[config.mk]
export PLATFORM = sky130hd
export DESIGN_NAME = dot_unit
export DESIGN_NICKNAME = d
export VERILOG_FILES = /design/src/rtl/dot_unit_pkg.sv /design/src/rtl/dot_unit_adder_tree.sv /design/src/rtl/dot_unit.sv
export SDC_FILE = /design/constraint.sdc
export NUM_CORES = 1
export LEC_CHECK = 0
export ABC_AREA = 1
export CORE_ASPECT_RATIO = 2
export CORE_MARGIN = 5
export CORE_UTILIZATION = 57
export DETAILED_ROUTE_END_ITERATION = 8
export GPL_TIMING_DRIVEN = 0
export PLACE_DENSITY = 0.81
export RECOVER_POWER = 50
export SLEW_MARGIN = 20
export SYNTH_ARGS = -nofsm -noshare
export SYNTH_HDL_FRONTEND = slang
export SYNTH_HIERARCHICAL = 1
export SYNTH_SLANG_ARGS = --single-unit
[constraint.sdc]
create_clock -name clk -period 13.8 [get_ports clk]
set_input_delay 4.14 -clock clk [delete_from_list [all_inputs] [get_ports clk]]
set_output_delay 4.14 -clock clk [all_outputs]
set_load 0.05 [all_outputs]
[src/rtl/dot_unit_pkg.sv]
// Shared dot-product control encoding, used by both the instruction decoder and dot_unit.
package dot_unit_pkg;

    localparam int DOT_CTRL_WIDTH = 2;

    typedef enum logic [DOT_CTRL_WIDTH-1:0] {
        DOT_NONE  = 2'b00,
        DOT_SHIFT = 2'b01,
        DOT_ACC   = 2'b10,
        DOT_CLR   = 2'b11
    } dot_ctrl_e;

    // A cycle carries a real op only when it is valid and names an operation.
    function automatic logic dot_op_accept(input logic valid, input logic [DOT_CTRL_WIDTH-1:0] ctrl);
        return valid && (ctrl != DOT_NONE);
    endfunction

endpackage

[src/rtl/dot_unit_adder_tree.sv]
// Pipelined lane-reduction tree: input register plus one register per adder level.
// A valid bit and an opaque sideband word ride along with the partial sums.
module adder_tree #(
    parameter int NUM_LANES  = 4,
    parameter int DATA_WIDTH = 32,
    parameter int SB_WIDTH   = 1
) (
    input  logic                            clk,
    input  logic                            rst,
    input  logic                            in_valid,
    input  logic [NUM_LANES*DATA_WIDTH-1:0] in_data,
    input  logic [SB_WIDTH-1:0]             in_sb,
    output logic                            out_valid,
    output logic [DATA_WIDTH-1:0]           out_sum,
    output logic [SB_WIDTH-1:0]             out_sb,
    output logic [$clog2(NUM_LANES):0]      stage_valid
);

    localparam int DEPTH = $clog2(NUM_LANES);

    genvar gi;
    generate
        for (gi = 0; gi <= DEPTH; gi++) begin : lvl
            localparam int NODES = NUM_LANES >> gi;

            logic [DATA_WIDTH-1:0] node_reg [NODES];
            logic                  vld_reg;
            logic [SB_WIDTH-1:0]   sb_reg;

            if (gi == 0) begin : g_in
                always_ff @(posedge clk or posedge rst) begin
                    if (rst) begin
                        vld_reg <= 1'b0;
                        sb_reg  <= '0;
                        for (int j = 0; j < NODES; j++) begin
                            node_reg[j] <= '0;
                        end
                    end else begin
                        vld_reg <= in_valid;
                        // Data and sideband only move with a real op to cut toggling.
                        if (in_valid) begin
                            sb_reg <= in_sb;
                            for (int j = 0; j < NODES; j++) begin
                                node_reg[j] <= in_data[j*DATA_WIDTH +: DATA_WIDTH];
                            end
                        end
                    end
                end
            end else begin : g_add
                always_ff @(posedge clk or posedge rst) begin
                    if (rst) begin
                        vld_reg <= 1'b0;
                        sb_reg  <= '0;
                        for (int j = 0; j < NODES; j++) begin
                            node_reg[j] <= '0;
                        end
                    end else begin
                        vld_reg <= lvl[gi-1].vld_reg;
                        if (lvl[gi-1].vld_reg) begin
                            sb_reg <= lvl[gi-1].sb_reg;
                            for (int j = 0; j < NODES; j++) begin
                                node_reg[j] <= lvl[gi-1].node_reg[2*j] + lvl[gi-1].node_reg[2*j+1];
                            end
                        end
                    end
                end
            end

            assign stage_valid[gi] = vld_reg;
        end
    endgenerate

    assign out_valid = lvl[DEPTH].vld_reg;
    assign out_sum   = lvl[DEPTH].node_reg[0];
    assign out_sb    = lvl[DEPTH].sb_reg;

endmodule

[src/rtl/dot_unit.sv]
// Dot-product engine: reduces PE lane products and shifts/accumulates/clears a result vector.
// Optional build macro DOT_SATURATE_EN makes the accumulate add saturate instead of wrap.
module dot_unit
    import dot_unit_pkg::*;
#(
    parameter int NUM_LANES  = 4,
    parameter int DATA_WIDTH = 32,
    parameter int ADDR_WIDTH = 10
) (
    input  logic                            clk,
    input  logic                            rst,
    input  logic                            in_valid,
    input  logic [DOT_CTRL_WIDTH-1:0]       dot_ctrl,
    input  logic [NUM_LANES*DATA_WIDTH-1:0] products,
    input  logic [ADDR_WIDTH-1:0]           in_addr,
    output logic                            out_valid,
    output logic [ADDR_WIDTH-1:0]           out_addr,
    output logic [NUM_LANES*DATA_WIDTH-1:0] out_data,
    output logic                            busy
);

    localparam int DEPTH    = $clog2(NUM_LANES);
    localparam int SB_WIDTH = DOT_CTRL_WIDTH + ADDR_WIDTH;

    logic                      accept;
    logic                      tree_valid;
    logic [DATA_WIDTH-1:0]     tree_sum;
    logic [SB_WIDTH-1:0]       tree_sb;
    logic [DEPTH:0]            tree_stage_valid;
    dot_ctrl_e                 fin_ctrl;
    logic [ADDR_WIDTH-1:0]     fin_addr;
    logic [DATA_WIDTH-1:0]     acc_value;
    logic                      out_valid_reg;
    logic [ADDR_WIDTH-1:0]     out_addr_reg;

    assign accept = dot_op_accept(in_valid, dot_ctrl);

    adder_tree #(
        .NUM_LANES  (NUM_LANES),
        .DATA_WIDTH (DATA_WIDTH),
        .SB_WIDTH   (SB_WIDTH)
    ) u_tree (
        .clk         (clk),
        .rst         (rst),
        .in_valid    (accept),
        .in_data     (products),
        .in_sb       ({dot_ctrl, in_addr}),
        .out_valid   (tree_valid),
        .out_sum     (tree_sum),
        .out_sb      (tree_sb),
        .stage_valid (tree_stage_valid)
    );

    assign fin_ctrl = dot_ctrl_e'(tree_sb[SB_WIDTH-1 -: DOT_CTRL_WIDTH]);
    assign fin_addr = tree_sb[ADDR_WIDTH-1:0];

`ifdef DOT_SATURATE_EN
    logic [DATA_WIDTH:0] acc_wide;

    // One guard bit: the two top bits disagree exactly when the signed add overflowed.
    assign acc_wide = {lane[0].val_reg[DATA_WIDTH-1], lane[0].val_reg}
                    + {tree_sum[DATA_WIDTH-1], tree_sum};

    always_comb begin
        acc_value = acc_wide[DATA_WIDTH-1:0];
        if (acc_wide[DATA_WIDTH] != acc_wide[DATA_WIDTH-1]) begin
            acc_value = acc_wide[DATA_WIDTH] ? {1'b1, {(DATA_WIDTH-1){1'b0}}}
                                             : {1'b0, {(DATA_WIDTH-1){1'b1}}};
        end
    end
`else
    assign acc_value = lane[0].val_reg + tree_sum;
`endif

    // Read-modify-write lives only here, so back-to-back ops need no forwarding.
    genvar gi;
    generate
        for (gi = 0; gi < NUM_LANES; gi++) begin : lane
            logic [DATA_WIDTH-1:0] val_reg;

            if (gi == 0) begin : g_head
                always_ff @(posedge clk or posedge rst) begin
                    if (rst) begin
                        val_reg <= '0;
                    end else if (tree_valid) begin
                        case (fin_ctrl)
                            DOT_SHIFT: val_reg <= tree_sum;
                            DOT_ACC:   val_reg <= acc_value;
                            DOT_CLR:   val_reg <= '0;
                            default:   val_reg <= val_reg;
                        endcase
                    end
                end
            end else begin : g_tail
                always_ff @(posedge clk or posedge rst) begin
                    if (rst) begin
                        val_reg <= '0;
                    end else if (tree_valid) begin
                        case (fin_ctrl)
                            DOT_SHIFT: val_reg <= lane[gi-1].val_reg;
                            DOT_CLR:   val_reg <= '0;
                            default:   val_reg <= val_reg;
                        endcase
                    end
                end
            end

            assign out_data[gi*DATA_WIDTH +: DATA_WIDTH] = val_reg;
        end
    endgenerate

    always_ff @(posedge clk or posedge rst) begin
        if (rst) begin
            out_valid_reg <= 1'b0;
            out_addr_reg  <= '0;
        end else begin
            out_valid_reg <= tree_valid;
            if (tree_valid) begin
                out_addr_reg <= fin_addr;
            end
        end
    end

    assign out_valid = out_valid_reg;
    assign out_addr  = out_addr_reg;
    assign busy      = |tree_stage_valid;

endmodule

; Yosys cells after proc, flatten, opt, wreduce, memory -nomap -nowiden
; Index checks and enable logic that the tools add are counted.
[word_totals]
ff_bits = 402
input_bits = 143
output_inout_bits = 140
word_cells = 37
[op_classes]
add_sub_neg = 4
eq_ne = 3
n_mux = 4
reduce_logical = 7
[op_table]
columns = op, count
row1 = case mux 32 bit (2 select lines), 3
row2 = adder 32 bit, 4
row3 = case mux 32 bit (3 select lines), 1
row4 = "== test 2 bit, second input constant", 2
row5 = AND reduction 2 bit, 2
row6 = nonzero test 2 bit, 2
row7 = nonzero test 3 bit, 1
row8 = OR reduction 3 bit, 1
row9 = "== test 2 x 1 -> 1 bit, second input constant", 1
row10 = logical AND 1 bit, 1

; Depth between registers and ports, before layout
; Gate-level depths: netlist of run 1.
[depth]
word_depth = 3
ltp_mapped = 14

; Cells and area by module
; The synthesis of run 1 kept the hierarchy.
[by_module_without_submodules]
columns = module, instances, cells_per_inst, area_each_um2, seq_area_each_um2
row1 = adder_tree, 1, 2203, 16652.2, 6581.3
row2 = dot_unit, 1, 1078, 8039.0, 3478.3

; Worst setup path before layout of run 1
; Ideal clock, no wire load.
[synth_path]
path_type = input -> register
from = in dot_ctrl[1]
to = reg u_tree/lvl[0].node_reg[0] (netlist bit)
t_arrival_ns = 5.113
path_slack_ns = 8.562
path_stages = 5
n_path_buf = 3
path_cell_list = o21a_1 clkbuf_1 buf_2 buf_2 mux2_2
[synth_between]
elab_chain_cells = 2
[synth_lines]
columns = item, line_no
row1 = from (decl), dot_unit.sv:13  ; input logic [DOT_CTRL_WIDTH-1:0] dot_ctrl,
row2 = nonzero test 2 bit, dot_unit_pkg.sv:15  ; return valid && (ctrl != DOT_NONE);
row3 = logical AND 1 bit, dot_unit_pkg.sv:15
row4 = "to (signal, indexed assignment)", dot_unit_adder_tree.sv:44  ; node_reg[j] <= in_data[j*DATA_WIDTH +: DATA_WIDTH];
row5 = to (decl), dot_unit_adder_tree.sv:26  ; logic [DATA_WIDTH-1:0] node_reg [NODES];
; No other way between the ends.
; A chain may end at the register's enable or synchronous reset.

==> metrics.yaml, run 1 <==
place:
  place_congestion: 0.9564
  port_buffers: 282
  place_ws_ns: 7.026
  hpwl_microns: 60170
finish:
  drive_gt1_frac: 0.08785
  regArea_sq_mm: 0.01006
  nNetsFinal: 3876
  area_growth_pct: 19.09
  antenna_cells: 0
  fin_util: 0.6822
  largest_reg_flops: 192
  multi_input_area_sq_mm: 0.01230
  fillers: 3664
logic_synthesis:
  syn_area_sq_mm: 0.02469
  synth.largest_area_cell: "dfrtp_1"
  ys_types: 41
  synth_area_leaders: "dfrtp_1 41%, nand2_1 17%, inv_1 7.3%, mux2_2 6.8%, ha_1 6.3%"
  yosys_register_bits: 402
  ys_async_sr_fraction: 1.000
  synth_common_cells: "1142 x nand2_1, 482 x inv_1, 402 x dfrtp_1"
  yosysMostFrequentCell: "nand2_1"
  postSynthAreaPerCell_sq_um: 7.526
  syn-num-nets: 3552
  synth-main-ff-cell: "dfrtp_1"
  postSynthCellCount: 3281
  synth_edf_count: 0
  ys_warn_count: 6
  yosysSeqAreaShare: 0.4074
  synth_top_area_share: 0.4074
power_and_ir_drop:
  power_density_mw_per_mm2: 224.4
  p_leak_uw: 0.01519
  total_power_uw: 6599
  ir_drop_v: 0.0001365
clock_tree:
  h-tree-depth: 2
  cts_tree: "yes"
  hold_buffers: 0
  clock_latency_ns: 0.55
  cts-resized-gates: 0
  post_cts_buffers: 0
  root_buffer: "clkbuf_16"
  cts_buffers: 37
  cts_num_sinks: 402
  path_clk_slew_ns: 0.07
  ctsLongestPathBuffers: 3
floorplanning:
  row_count: 108
  core-area_sq_mm: 0.04311
  die_w_microns: 157.2
  initial_core_util: 0.5728
  die_area_sq_mm: 0.04783
  die_h_microns: 304.3
  ioPinCount: 283
timing:
  relSlewSlack: -1.681
  fin_setup_tns_ns: 0
  finalSetupViolCount: 0
  finalCritPeriodShare: 0.5224
  finClkSkew_ns: 0.02377
  fin_crit_ns: 7.209
  max_freq_mhz: 138.7
  fin_ws_ns: 6.591
  drv_slew: 125
  worst_pin_slew_ns: 3.999
  final-hold-violation-count: 0
  rsz0062_at_grt: "no"
grt:
  grt_usage: 0.3070
  grt_max_degree: 107
  grt_overflow: 0
  grt_pass1_wl_microns: 116700
  grt_pass1_vias: 23070
  antenna_found_initial: 0
outcome:
  violations: "max-capacitance violations, max-slew violations"
  status: "finished, violations left"
hold_path:
  hold_class: "reg2reg"
route:
  vias: 22480
  drtIter0Drc: 1080
  avgRoutedWirePerCell_microns: 17.64
  vias_per_cell: 5.377
  top_layer: "met4"
  wl_met1_microns: 25470
  detail-route-antenna-nets: 0
  first_pass_iters: 6
  dr_wl_met2_microns: 39100
  routed-wl-met3_microns: 3393
  drt-total-wl_microns: 73770
  drc: 0
job:
  cap_violations: 2
setup_path:
  critPathTopFamily: "buffers and inverters"
  cp-end-kind: "asynchronous set/reset pin"
  cp_cell_sequence: "dlygate4sd3_1 -> clkinvlp_2 -> buf_16 -> buf_16"
  cp.required_ns: 14.44
  arrival_ns: 7.85
  critPathMostFrequentCell: "buf_16"
  crit_path_start_kind: "primary input"
  cp_max_fo: 101
  slowest_stage: "clkinvlp_2"
  path_class: "in2async"
  critPathMaxStageDelay_ns: 2.23
  crit_buf_inv: 4
cells by family (layout without fill, tap and decap cells):
| logic type | after synthesis | in the layout | synth area share |
|---|---|---|---|
| DFF | 402 | 402 | 0.4074 |
| adders and majority gates | 128 | 128 | 0.06608 |
| AOI/OAI and AO/OA | 341 | 341 | 0.07621 |
| and+or+nand+nor | 1633 | 1633 | 0.2752 |
| xor gates and xnor gates | 45 | 45 | 0.01596 |
| muxes | 150 | 150 | 0.06841 |
| buffers and inverters | 582 | 932 | 0.09071 |
through the flow:
stage	instances	hold WS, ns	instance area, sq um
4_1_cts	4181	0.4212	29530
6_report	4181	0.4167	29410
3_5_place_dp	4116	0.4027	28300
3_3_place_gp	4113	0.3782	28200
2_1_floorplan	3281	0.3700	24690
5_1_grt	4181	0.4248	29410
worst paths after layout:
kind | from | to | slack (ns) | cells past startpoint
max in group clk | u_tree/out_valid | busy | 7.46 | 3
worst max register to register | u_tree/lvl[0].node_reg[64] | u_tree/lvl[1].node_reg[48] | 11.18 | 9
worst min register to register | u_tree/lvl[0].vld_reg | u_tree/lvl[1].vld_reg | 0.42 | 0
worst max-delay path | rst | u_tree/lvl[0].node_reg[76] | 6.59 | 4
worst min-delay path | u_tree/lvl[0].vld_reg | u_tree/lvl[1].vld_reg | 0.42 | 0
min in group asynchronous | rst | lane[0].val_reg[4] | 4.48 | 2
routing by layer:
layer  global-route usage  vias up
li1                     -    11020
met1               0.3105    10480
met2               0.5786      723
met4               0.2001        0
met3              0.03102      259
met5                    0        -
area by class of cell:
cell class | instances | share of cell area
inverter | 495 | 0.06327
sequential | 402 | 0.3421
clock inverter | 16 | 0.005276
multi-input combinational | 2297 | 0.4182
clock buffer | 49 | 0.03647
buffer | 87 | 0.01247
tap | 550 | 0.02340
timing repair buffer | 285 | 0.09880
placed cells by master (no fill, tap or decap), types with 3 or more instances in the layout:
cell | netlist | routed
o21ai_0 | 150 | 161
buf_16 | 0 | 3
clkdlybuf4s50_1 | 0 | 280
a21oi_2 | 7 | 4
buf_2 | 32 | 20
nand3_1 | 199 | 208
or2_2 | 3 | 3
o21bai_1 | 10 | 10
nand4_1 | 12 | 12
nor3_1 | 8 | 8
nand3b_1 | 18 | 18
a21o_1 | 4 | 4
clkbuf_16 | 0 | 38
nand2_2 | 39 | 28
inv_2 | 12 | 10
xnor2_1 | 43 | 43
ha_1 | 124 | 124
nor2_1 | 167 | 169
o21ai_1 | 15 | 4
mux2_2 | 150 | 150
buf_4 | 4 | 4
o31ai_1 | 33 | 33
nor3_2 | 3 | 3
clkbuf_1 | 45 | 64
dfrtp_1 | 402 | 402
nor2_2 | 18 | 17
nand3_2 | 20 | 11
clkbuf_8 | 0 | 8
nand2_1 | 1142 | 1153
clkinv_2 | 0 | 9
inv_1 | 482 | 481
fa_1 | 4 | 4
a31oi_1 | 7 | 7
a21oi_1 | 109 | 112
power by group:
part	switching, uW	total [uW]	internal (uW)
clock	462	1050	588
combinational	2450	3690	1240
sequential	327	1860	1530
Note: power is estimated with default switching activity, not from simulation.
==> run 2: changes to the inputs <==
clock period = 7.25 ns   (was 13.8 ns; I/O delays follow)
==> run 2 against run 1 <==
- the run still ends with max-capacitance violations, max-slew violations left
- clock skew down 0.0042 ns
- register-to-register slack worse by 6.4 ns
- final cell count grew 0.14%
- total power rose by 92%
- worst setup slack got worse by 4.5 ns
- critical endpoint is now u_tree/lvl[0].node_reg[5]
- sequential power up 90%
==> metrics.yaml, run 2 (synthesized netlist as in run 1, its figures left out) <==
grt:
  grt_usage: 0.3036  # was 0.3070
  grt_max_degree: 78  # was 107
  antenna_found_initial: 0  # unchanged
  grt_pass1_wl_microns: 116000  # was 116700 microns
  grt_overflow: 0  # unchanged
  grt_pass1_vias: 23200  # was 23070
floorplanning:
  initial_core_util: 0.5728  # unchanged
  die_area_sq_mm: 0.04783  # unchanged
  ioPinCount: 283  # unchanged
  row_count: 108  # unchanged
  die_h_microns: 304.3  # unchanged
  die_w_microns: 157.2  # unchanged
  core-area_sq_mm: 0.04311  # unchanged
place:
  port_buffers: 282  # unchanged
  dp.cells: 4122  # was 4116
  place_congestion: 0.9828  # was 0.9564
  hpwl_microns: 58860  # was 60170 microns
  place_area_sq_mm: 0.02841  # was 0.02830 sq mm
  place_ws_ns: 2.466  # was 7.026 ns
route:
  first_pass_iters: 6  # unchanged
  drc: 0  # unchanged
  vias_per_cell: 5.386  # was 5.377
  drtIter0Drc: 1126  # was 1080
  avgRoutedWirePerCell_microns: 17.27  # was 17.64 microns
  vias: 22550  # was 22480
  detail-route-antenna-nets: 0  # unchanged
  drt-total-wl_microns: 72320  # was 73770 microns
timing:
  drv_slew: 77  # was 125
  finalSetupViolCount: 0  # unchanged
  relSlewSlack: -1.423  # was -1.681
  fin_ws_ns: 2.061  # was 6.591 ns
  worst_pin_slew_ns: 3.614  # was 3.999 ns
  finClkSkew_ns: 0.01956  # was 0.02377 ns
  rsz0062_at_grt: "no"  # unchanged
  final-hold-violation-count: 0  # unchanged
  max_freq_mhz: 192.7
  finalCritPeriodShare: 0.7158
  fin_crit_ns: 5.189
finish:
  final_common_cell: "nand2_1"  # unchanged
  area_growth_pct: 19.83  # was 19.09%
  nNetsFinal: 3881  # was 3876
  postLayoutCellArea_sq_mm: 0.02959  # was 0.02941 sq mm
  final_cell_mix: "1149 x nand2_1, 481 x inv_1, 402 x dfrtp_1"  # was 1153 x nand2_1, 481 x inv_1, 402 x dfrtp_1
  stdcell_count: 4187  # was 4181
  largest_reg_flops: 192  # unchanged
  drive_gt1_frac: 0.09128  # was 0.08785
  fillers: 3578  # was 3664
  antenna_cells: 0  # unchanged
power_and_ir_drop:
  power_density_mw_per_mm2: 428.4  # was 224.4 mW/mm^2
  ir_drop_v: 0.0002396  # was 0.0001365 V
  total_power_uw: 12680  # was 6599 uW
  p_leak_uw: 0.01525  # was 0.01519 uW
clock_tree:
  path_clk_slew_ns: 0.07  # about the same
  hold_buffers: 0  # unchanged
  post_cts_buffers: 0  # unchanged
  h-tree-depth: 2  # unchanged
  clock_latency_ns: 0.55  # about the same
  cts_num_sinks: 402  # unchanged
  root_buffer: "clkbuf_16"  # unchanged
  cts-resized-gates: 0  # unchanged
  cts_buffers: 36  # was 37
  ctsLongestPathBuffers: 3  # unchanged
  cts_tree: "yes"  # unchanged
outcome:
  status: "finished, violations left"  # unchanged
  violations: "max-capacitance violations, max-slew violations"  # unchanged
setup_path:
  arrival_ns: 5.59  # was 7.85 ns
  crit_path_start_kind: "primary input"  # unchanged
  cp_max_fo: 26  # was 101
  path_class: "in2async"  # unchanged
  cp-end-kind: "asynchronous set/reset pin"  # unchanged
  slowest_stage: "clkbuf_1"  # was clkinvlp_2
  critPathMaxStageDelay_ns: 1.15  # was 2.23 ns
  cp_cell_sequence: "dlygate4sd3_1 -> clkinvlp_2 -> clkbuf_1 -> clkbuf_1"  # was dlygate4sd3_1 -> clkinvlp_2 -> buf_16 -> buf_16
  critPathMostFrequentCell: "clkbuf_1"  # was buf_16
  cp.required_ns: 7.65  # was 14.44 ns
hold_path:
  hold_class: "reg2reg"  # unchanged
job:
  cap_violations: 1  # was 2
## run 2: cell types whose count changed in the layout (fill, tap and decap cells not counted), sizes merged
cell      change
bufinv        +4
clkbuf        +1
buf           +2
clkinvlp      +3
inv           +1
clkinv        -5
## run 2: area by class of cell
class | instances | area, sq um | area share
Buffer | 87 | 364.1 | 0.01231
Clock buffer | 46 | 1031 | 0.03484
Clock inverter | 19 | 274.0 | 0.009261
Inverter | 495 | 1861 | 0.06288
Multi-Input combinational cell | 2297 | 12330 | 0.4168
Sequential cell | 402 | 10060 | 0.3400
Tap cell | 550 | 688.2 | 0.02326
Timing Repair Buffer | 291 | 2978 | 0.1006
## run 2: power breakdown
part           internal (uW)  switching [uW]  leakage (uW)  total (uW)
logic                   2380            4640       0.00969        7020
clock network           1230             885      0.000632        2120
registers               2920             621       0.00493        3540
## run 2: worst max-delay path, delay by kind of cell
family | cells | cell delay, ns
buffers and inverters | 4 | 3.39
## run 2: worst paths after layout
kind	end	start	cells past startpoint	slack [ns]
max	u_tree/lvl[0].node_reg[5]	rst	4	2.06
max in group clk	busy	u_tree/out_valid	3	2.89
min	u_tree/out_valid	u_tree/lvl[1].vld_reg	0	0.40
min in group asynchronous	u_tree/lvl[1].sb_reg[0]	rst	2	2.34
min reg2reg	u_tree/out_valid	u_tree/lvl[1].vld_reg	0	0.40
max reg2reg	lane[0].val_reg[20]	lane[0].val_reg[0]	12	4.79
## run 2: per-stage QoR
stage          setup TNS [ns]  hold slack, ns    util
5_1_grt                     0          0.4241  0.6864
3_3_place_gp          -131.54          0.3793  0.6543
2_1_floorplan               0          0.3700       -
6_report                    0          0.4045  0.6864
3_5_place_dp                0          0.3901  0.6590
4_1_cts                     0          0.4099  0.6893
## run 2: metal layers
metal,up-vias,global-route usage,routed length [microns]
met3,274,0.03273,3354
li1,11030,-,-
met1,10520,0.3142,25250
met5,-,0,0
met2,728,0.5607,37780
met4,0,0.2025,5933
==> run 3: changes to the inputs <==
CORE_UTILIZATION = 52   (was 57)
PLACE_DENSITY = 0.78   (was 0.81)
clock period = 4.73 ns   (was 7.25 ns; I/O delays follow)
==> run 3 against run 2 <==
- the flow still finishes with violations (max-capacitance violations, max-slew violations)
- flip-flop and latch count stayed put
- sequential share of layout area is 0.22 points lower
- design area is 0.64% higher
- final cell count is 2.1% higher
- wire length is 2.6% higher
- largest cell class unchanged
- largest power group unchanged
- highest routed layer is now met5
==> metrics.yaml, run 3 (synthesized netlist as in run 1, its figures left out) <==
grt:
  grt_max_degree: 37  # was 78
  grt_pass1_vias: 22530  # was 23200
  grt_pass1_wl_microns: 117500  # was 116000 microns
  grt_overflow: 0  # unchanged
  antenna_found_initial: 1  # was 0
  grt_usage: 0.2851  # was 0.3036
outcome:
  status: "finished, violations left"  # unchanged
  violations: "max-capacitance violations, max-slew violations"  # unchanged
timing:
  fin_setup_tns_ns: 0  # unchanged
  relSlewSlack: -0.1739  # was -1.423
  max_freq_mhz: 262.5
  fin_crit_ns: 3.809
  finalCritPeriodShare: 0.8053
  finClkSkew_ns: 0.02411  # was 0.01956 ns
  final-hold-violation-count: 0  # unchanged
  rsz0062_at_grt: "no"  # unchanged
  worst_pin_slew_ns: 1.761  # was 3.614 ns
  drv_slew: 31  # was 77
  finalSetupViolCount: 0  # unchanged
power_and_ir_drop:
  power_density_mw_per_mm2: 655.2  # was 428.4 mW/mm^2
  p_leak_uw: 0.01530  # was 0.01525 uW
  ir_drop_v: 0.0004247  # was 0.0002396 V
clock_tree:
  cts_num_sinks: 402  # unchanged
  cts_tree: "yes"  # unchanged
  h-tree-depth: 2  # unchanged
  cts_buffers: 37  # was 36
  cts-resized-gates: 0  # unchanged
  post_cts_buffers: 0  # unchanged
  ctsLongestPathBuffers: 3  # unchanged
  path_clk_slew_ns: 0.07  # about the same
  hold_buffers: 0  # unchanged
  root_buffer: "clkbuf_16"  # unchanged
  clock_latency_ns: 0.57  # was 0.55 ns
job:
  cap_violations: 1  # unchanged
route:
  vias_per_cell: 5.186  # was 5.386
  drc: 0  # unchanged
  vias: 22170  # was 22550
  drtIter0Drc: 1200  # was 1126
  first_pass_iters: 5  # was 6
  detail-route-antenna-nets: 0  # unchanged
  avgRoutedWirePerCell_microns: 17.36  # was 17.27 microns
  drt-total-wl_microns: 74210  # was 72320 microns
floorplanning:
  ioPinCount: 283  # unchanged
  core-area_sq_mm: 0.04722  # was 0.04311 sq mm
  die_area_sq_mm: 0.05220  # was 0.04783 sq mm
  die_h_microns: 318.2  # was 304.3 microns
  initial_core_util: 0.5229  # was 0.5728
  die_w_microns: 164.1  # was 157.2 microns
  row_count: 113  # was 108
finish:
  final_common_cell: "nand2_1"  # unchanged
  antenna_cells: 0  # unchanged
  largest_reg_flops: 192  # unchanged
  final_cell_mix: "1148 x nand2_1, 481 x inv_1, 402 x dfrtp_1"  # was 1149 x nand2_1, 481 x inv_1, 402 x dfrtp_1
  nNetsFinal: 3885  # was 3881
  drive_gt1_frac: 0.09308  # was 0.09128
  area_growth_pct: 20.60  # was 19.83%
  stdcell_count: 4274  # was 4187
  fillers: 4294  # was 3578
setup_path:
  cp.required_ns: 5.47  # was 7.65 ns
  cp-end-kind: "asynchronous set/reset pin"  # unchanged
  arrival_ns: 4.55  # was 5.59 ns
  crit_path_start_kind: "primary input"  # unchanged
  cp_max_fo: 31  # was 26
  path_class: "in2async"  # unchanged
place:
  hpwl_microns: 61200  # was 58860 microns
  dp.cells: 4207  # was 4122
  port_buffers: 282  # unchanged
  place_congestion: 0.9528  # was 0.9828
hold_path:
  hold_class: "reg2reg"  # unchanged
run 3: report_power, final:
| group | total, uW | switching, uW | internal [uW] |
|---|---|---|---|
| combinational | 10800 | 7140 | 3650 |
| sequential | 5450 | 975 | 4480 |
| clock | 3270 | 1370 | 1910 |
| total | 19500 | 9480 | 10000 |
run 3: routing by layer:
metal	wire length, microns	global-route usage	up-vias
li1	-	-	11010
met4	5299	0.1741	2
met1	26210	0.2895	10300
met2	39390	0.5389	630
met3	3292	0.03523	221
met5	13	0	-
run 3: path summary, 6_finish.rpt:
kind | startpoint | endpoint | slack, ns | depth (start not counted)
worst max-delay path | rst | lane[0].val_reg[21] | 0.92 | 5
worst min-delay path | u_tree/lvl[0].vld_reg | u_tree/lvl[1].vld_reg | 0.41 | 0
worst max register to register | lane[0].val_reg[0] | lane[0].val_reg[24] | 2.25 | 12
worst min register to register | u_tree/lvl[0].vld_reg | u_tree/lvl[1].vld_reg | 0.41 | 0
max in group clk | u_tree/out_valid | busy | 1.07 | 3
min in group asynchronous | rst | lane[0].val_reg[6] | 1.55 | 2
run 3: per-stage QoR:
| step | power [uW] | hold WS (ns) | instance area (sq um) | utilization | setup WS, ns |
|---|---|---|---|---|---|
| after floorplan | 12820 | 0.3700 | 24700 | - | -0.1585 |
| after global placement | 16050 | 0.3778 | 28310 | 0.5995 | -2.067 |
| after detailed placement | 16270 | 0.3908 | 28560 | 0.6048 | 0.6480 |
| after CTS | 19590 | 0.4049 | 29880 | 0.6328 | 1.021 |
| after global routing | 20970 | 0.4125 | 29780 | 0.6306 | 0.5538 |
| final | 19510 | 0.4106 | 29780 | 0.6306 | 0.9210 |
run 3: critical path, stage by stage:
cell           delay, ns
dlygate4sd3_1       0.59
clkinvlp_2          0.62
clkbuf_1            1.33
buf_12              0.30
buf_12              0.23
run 3: cell type report:
type	count	area, sq um	share of cell area
Timing Repair Buffer	294	3030	0.1018
Sequential cell	402	10060	0.3378
Inverter	495	1861	0.06248
Clock buffer	46	1042	0.03500
Multi-Input combinational cell	2297	12350	0.4148
Buffer	87	362.8	0.01219
Clock inverter	21	280.3	0.009412
Tap cell	632	790.8	0.02656
